[src/rtl/fetch_unit.sv]
// IF stage: owns the PC, addresses the instruction ROM and holds the IF/ID register.
// Build with FETCH_PERF_EN defined to add saturating stall/flush counters.
module fetch_unit #(
  parameter int                PC_W      = 16,
  parameter int                DATA_W    = 32,
  parameter int                ROM_WORDS = 32,
  parameter logic [PC_W-1:0]   RESET_PC  = '0,
  parameter logic [DATA_W-1:0] NOP_WORD  = '0
) (
  input  logic              clock,
  input  logic              reset,
  input  logic              stall,
  input  logic              redirect,
  input  logic [PC_W-1:0]   redirect_pc,
  output logic [PC_W-1:0]   rom_addr,
  input  logic [DATA_W-1:0] rom_data,
  output logic [DATA_W-1:0] instr,
  output logic [PC_W-1:0]   instr_pc,
  output logic              instr_valid,
  output logic [PC_W-1:0]   pc,
  output logic [15:0]       cc,
  output logic              halted
`ifdef FETCH_PERF_EN
  ,
  output logic [15:0]       stall_count,
  output logic [15:0]       flush_count
`endif
);

  typedef enum logic {RUN, HALT} state_t;

  localparam logic [PC_W-1:0] LAST_PC = PC_W'((ROM_WORDS - 1) * 4);

  state_t state;

  // Target byte address is forced word aligned.
  logic unused_rpc_lsbs;
  assign unused_rpc_lsbs = ^redirect_pc[1:0];

  assign rom_addr = pc;

  always_ff @(posedge clock or negedge reset) begin
    if (!reset) begin
      state       <= RUN;
      pc          <= RESET_PC;
      instr       <= NOP_WORD;
      instr_pc    <= '0;
      instr_valid <= 1'b0;
      cc          <= '0;
      halted      <= 1'b0;
    end else begin
      cc <= cc + 16'd1;
      if (redirect) begin
        pc          <= {redirect_pc[PC_W-1:2], 2'b00};
        instr       <= NOP_WORD;
        instr_valid <= 1'b0;
        state       <= RUN;
        halted      <= 1'b0;
      end else if (state == HALT) begin
        instr       <= NOP_WORD;
        instr_valid <= 1'b0;
      end else if (!stall) begin
        instr       <= rom_data;
        instr_pc    <= pc;
        instr_valid <= 1'b1;
        // A redirect past the last word still fetches once, then stops.
        if (pc >= LAST_PC) begin
          state  <= HALT;
          halted <= 1'b1;
        end else begin
          pc <= pc + PC_W'(4);
        end
      end
    end
  end

`ifdef FETCH_PERF_EN
  always_ff @(posedge clock or negedge reset) begin
    if (!reset) begin
      stall_count <= '0;
      flush_count <= '0;
    end else begin
      if (state == RUN && stall && !redirect && stall_count != 16'hFFFF)
        stall_count <= stall_count + 16'd1;
      if (redirect && flush_count != 16'hFFFF)
        flush_count <= flush_count + 16'd1;
    end
  end
`endif

endmodule
[config.mk]
export PLATFORM = sky130hd
export DESIGN_NAME = fetch_unit
export DESIGN_NICKNAME = d
export VERILOG_FILES = /design/src/rtl/fetch_unit.sv
export SDC_FILE = /design/constraint.sdc
export NUM_CORES = 1
export LEC_CHECK = 0
export CORE_MARGIN = 2
export CORE_UTILIZATION = 41
export CTS_CLUSTER_SIZE = 12
export DETAILED_ROUTE_END_ITERATION = 8
export MAX_ROUTING_LAYER = met4
export PLACE_DENSITY = 0.84
export SETUP_SLACK_MARGIN = 0.05
export SYNTH_ARGS = -nofsm -noshare
export SYNTH_HDL_FRONTEND = slang
export SYNTH_SLANG_ARGS = --single-unit
[constraint.sdc]
create_clock -name clock -period 1.8 [get_ports clock]
set_input_delay 0.18 -clock clock [delete_from_list [all_inputs] [get_ports clock]]
set_output_delay 0.18 -clock clock [all_outputs]
set_load 0.02 [all_outputs]
After elaboration in Yosys (flattened, before gate mapping)
Cells that the tools add are included.

storage, ports and cells
  register bits = 83
  latch bits = 0
  memory bits (writable) = 0
  bits in read-only memories = 0
  bits of input ports = 52
  output and inout bits = 98
  word-level logic and storage cells = 39
  memories = 0

cells by class
  add/subtract/negate cells = 2
  multipliers = 0
  div/mod/pow operators = 0
  order comparisons = 1
  eq/ne operators = 4
  shift-type cells = 0
  muxes and demuxes = 18
  bitwise operators = 3
  reductions and logical operators = 4

operator list
  operator               number
  $mux 32                3
  $mux 16                4
  $add 16x1->16 const B  1
  $add 16x3->16 const B  1
  $ge 16x7->1 const B    1
  $mux 1                 11
  $reduce_and 3->1       3
  $ne 2x2->1 const B     2
  $ne 3x1->1 const B     1
  $not 1->1              3
  $ne 2x1->1 const B     1
  $reduce_bool 2->1      1

Depth between registers and ports, before layout
  depth in word-level cells = 5
  depth in mapped cells = 6
  gate-level depth less buffers = 5

Worst setup path after synthesis
No wires, ideal clock.

  path type = reg-to-reg
  from = register pc[2]
  to = register pc[2]
  library setup time = 0.069 ns
  data arrival time = 1.651 ns
  required time = 1.731 ns
  setup slack = 0.079 ns
  stages on the path, launching flop included = 7
  path buffers = 1
  clock period less this slack = 1.721 ns
  path through = dfrtp_1 > ha_1 > nor2_1 > o21ai_0 > buf_2 > or4_1 > nand3_1

between the ends
  cells in the longest elaborated chain, start to end = 5
  elaborated cells on any way between the ends = 8
  classes of those cells = add/sub: 1; order compare: 1; eq/ne: 1; mux: 4; reduce/logical: 1

RTL lines
  what                    line  text
  from (decl)             20    output logic [PC_W-1:0] pc,
  from (signal assigned)  54    pc <= {redirect_pc[PC_W-1:2], 2'b00};
  from (signal assigned)  71    pc <= pc + PC_W'(4);
  $add 16x3->16           71
  $mux 16                 67    if (pc >= LAST_PC) begin
  $mux 16                 62    end else if (!stall) begin
  $mux 16                 59    end else if (state == HALT) begin
  $mux 16                 53    if (redirect) begin

Several ways; a longest one is shown, not always the timed one. The select of a mux whose other input is x is not followed.
A chain may end at the register's enable or synchronous reset.

Final worst setup path
  from = register pc[2]
  to = output port pc[2]

No word-level cell between the ends.

==> flow_summary.json <==
{
  "postLayoutCoreUtil_pct": 65.7,
  "wl_um": 8030,
  "rsz0062_at_grt": "false",
  "criticalPathCategory": "flip-flop to output pin",
  "finalCritPeriodShare_pct": 93.1,
  "yosysWarnings": 0,
  "postCtsSetupBuffers": 0,
  "final_nets": 453,
  "hold_class": "primary input to async pin",
  "status": "completed",
  "grt_usage_pct": 19.7,
  "required_ns": 1.62,
  "swShare_pct": 25.9,
  "skew_ns": 0.00943,
  "ys_seq_elements": 79,
  "ys_seq_area_share_pct": 60.8,
  "grt_overflow": 0,
  "grt_max_degree": 45,
  "hold_violations": 0,
  "vdd.ir_drop.worst_mv": 0.616,
  "root_buffer": "clkbuf_8",
  "synth_cell_types": 34,
  "grt_pass1_vias": 2563,
  "fillCellCount": 607,
  "syn_avg_cell_area_um2": 13.0,
  "period_minus_slack_ns": 1.68,
  "rr_worst_depth": 4,
  "leakage_nw": 2.20,
  "clkPwrFrac_pct": 33.7,
  "final_common_cell": "clkdlybuf4s50_1",
  "coreArea_um2": 7690,
  "routed_via_density": 5.01,
  "pin_count": 150,
  "fmax_mhz": 597,
  "cp_slowest_cell": "clkdlybuf4s50_1",
  "ant_nets": 0,
  "setup_tns_ns": 0,
  "worst_setup_path_end_kind": "output pin",
  "worstSkewPairLatency_ns": 0.35,
  "pwr-share-comb_pct": 22.5,
  "diodes": 0,
  "first_pass_iters": 4,
  "clk_path_buf_depth": 2,
  "dp_hpwl_um": 5740,
  "drc": 0,
  "drv_cap": 0,
  "crit_chain": "buf_4 -> clkdlybuf4s50_1",
  "grt_pass1_wl_um": 13000,
  "clkSlewWorstSetupHoldPaths_ns": 0.08,
  "power_density_nw_per_um2": 909,
  "setup_violations": 0,
  "p_int_mw": 3.40,
  "slowest_delay_ns": 0.61,
  "start_kind": "flip-flop",
  "wl_per_cell_um": 16.0,
  "htreeDepth": 3,
  "place_congestion": 0.823,
  "final_cell_mix": "140 x clkdlybuf4s50_1, 77 x dfrtp_1, 32 x a22o_1",
  "p_seq_share_pct": 43.7,
  "die_area_um2": 8660,
  "vias": 2521,
  "cts_buffers": 9,
  "rows": 32,
  "net-switching-power_mw": 1.19,
  "drt_iter0_markers": 103,
  "arrival_ns": 1.50,
  "initial_utilization_pct": 42.3,
  "antenna_found_initial": 0,
  "syn_area_um2": 3250,
  "numPortBuffers": 141,
  "die_w_um": 93.1,
  "cts_tree": "yes",
  "syn-instance-count": 251,
  "fp.dieH_um": 93.1,
  "syn_to_final_growth_pct": 55.3,
  "cts.sinks": 79,
  "slew_violations": 0,
  "drive_gt1_share_pct": 16.5,
  "crit_fanout": 7
}
## synth_stat cells (all sizes together)
master / count / area share (%)
dfrtp: 79 / 61
a22o: 32 / 8.6
buf: 31 / 6.3
mux2: 22 / 7.6
nand3: 10 / 1.5
nor2: 10 / 1.2
xnor2: 9 / 2.4
nand2: 8 / 0.92
inv: 6 / 0.69
xor2: 5 / 1.3
nand4: 4 / 0.77
nor3: 4 / 0.62
o21ai: 4 / 0.62
ha: 3 / 1.2
o31ai: 3 / 0.69
or4: 3 / 0.69
a31oi: 2 / 0.38
and3: 2 / 0.38
nor4: 2 / 0.85
o31a: 2 / 0.58
a211oi: 1 / 0.23
a21oi: 1 / 0.15
a2bb2oi: 1 / 0.27
clkbuf: 1 / 0.12
clkinv: 1 / 0.12
conb: 1 / 0.12
nand2b: 1 / 0.19
o211ai: 1 / 0.23
o21a: 1 / 0.23
o21bai: 1 / 0.23
## metal layers
| layer | global-route usage, % | up-vias | share of wire, % |
|---|---|---|---|
| met3 | 4.51 | 10 | 6.1 |
| met1 | 26.1 | 1250 | 44 |
| met2 | 30.1 | 95 | 49 |
| li1 | - | 1166 | - |
| met5 | - | - | 0 |
| met4 | 7.11 | 0 | 1.5 |
## kinds of logic after synthesis
family,count (synthesis),share of synthesized area (%)
xor+xnor,14,3.77
compound gates,49,12.2
buf+inv,39,7.19
simple gates,44,7.12
other cells,1,0.115
flops,79,60.8
fa+ha+maj,3,1.15
mux,22,7.62
## state kept, by name, indices dropped and copies added (netlist names)
name         count
instr_valid      1
halted           1
instr           32
pc              14
state            1
cc              16
instr_pc        14
## final cells by class
class | instances | area, µm² | area share, %
clock buffers | 10 | 138 | 2.72
clock inverters | 4 | 95.1 | 1.88
inverters | 7 | 26.3 | 0.520
multi-input cells | 138 | 1080 | 21.5
flip-flops and latches | 79 | 1980 | 39.2
well taps | 102 | 128 | 2.53
repair buffers | 163 | 1600 | 31.7
## path summary, 6_finish.rpt
kind                                      from        end  slack, ns
worst max-delay path                     pc[2]      pc[2]       0.12
worst min-delay path                     reset  instr[22]       0.32
worst max register to register          pc[12]      pc[5]       0.16
worst min register to register           cc[6]      cc[6]       0.50
max in group asynchronous                reset     pc[12]       0.86
min in group clock              redirect_pc[3]      pc[3]       0.40
## power groups by stage
stage	clock (mW)	combinational [mW]	sequential, mW
global placement	0	1.01	2.03
CTS	1.59	1.04	2.01
global route	1.66	1.10	2.03
finish	1.55	1.03	2.01
detailed placement	0	1.03	2.04
floorplan	0	0.300	2.22
## worst max-delay path, delay by kind of cell, from the launching register on
family	cells	cell delay (ns)
buf+inv	2	0.78
flops	1	0.38
## stage by stage
stage	area [µm²]	instances	hold WS, ns	setup slack (ns)	power, mW
6_report	5050	503	0.323	0.124	4.59
5_1_grt	5050	503	0.367	0.0517	4.79
4_1_cts	5030	503	0.328	0.100	4.64
3_5_place_dp	4790	488	0.163	0.0260	3.07
3_3_place_gp	4790	488	0.159	0.0504	3.05
2_1_floorplan	3270	256	-0.116	0.0794	2.52
## timing repair
item,in CTS,in global routing
pin swaps,0,1
hold buffers,1,0
endpoints found under the setup margin,3,4
gates resized for setup,1,6
endpoints found under the hold margin,35,0
No activity file was read; power rests on OpenSTA's default activity.
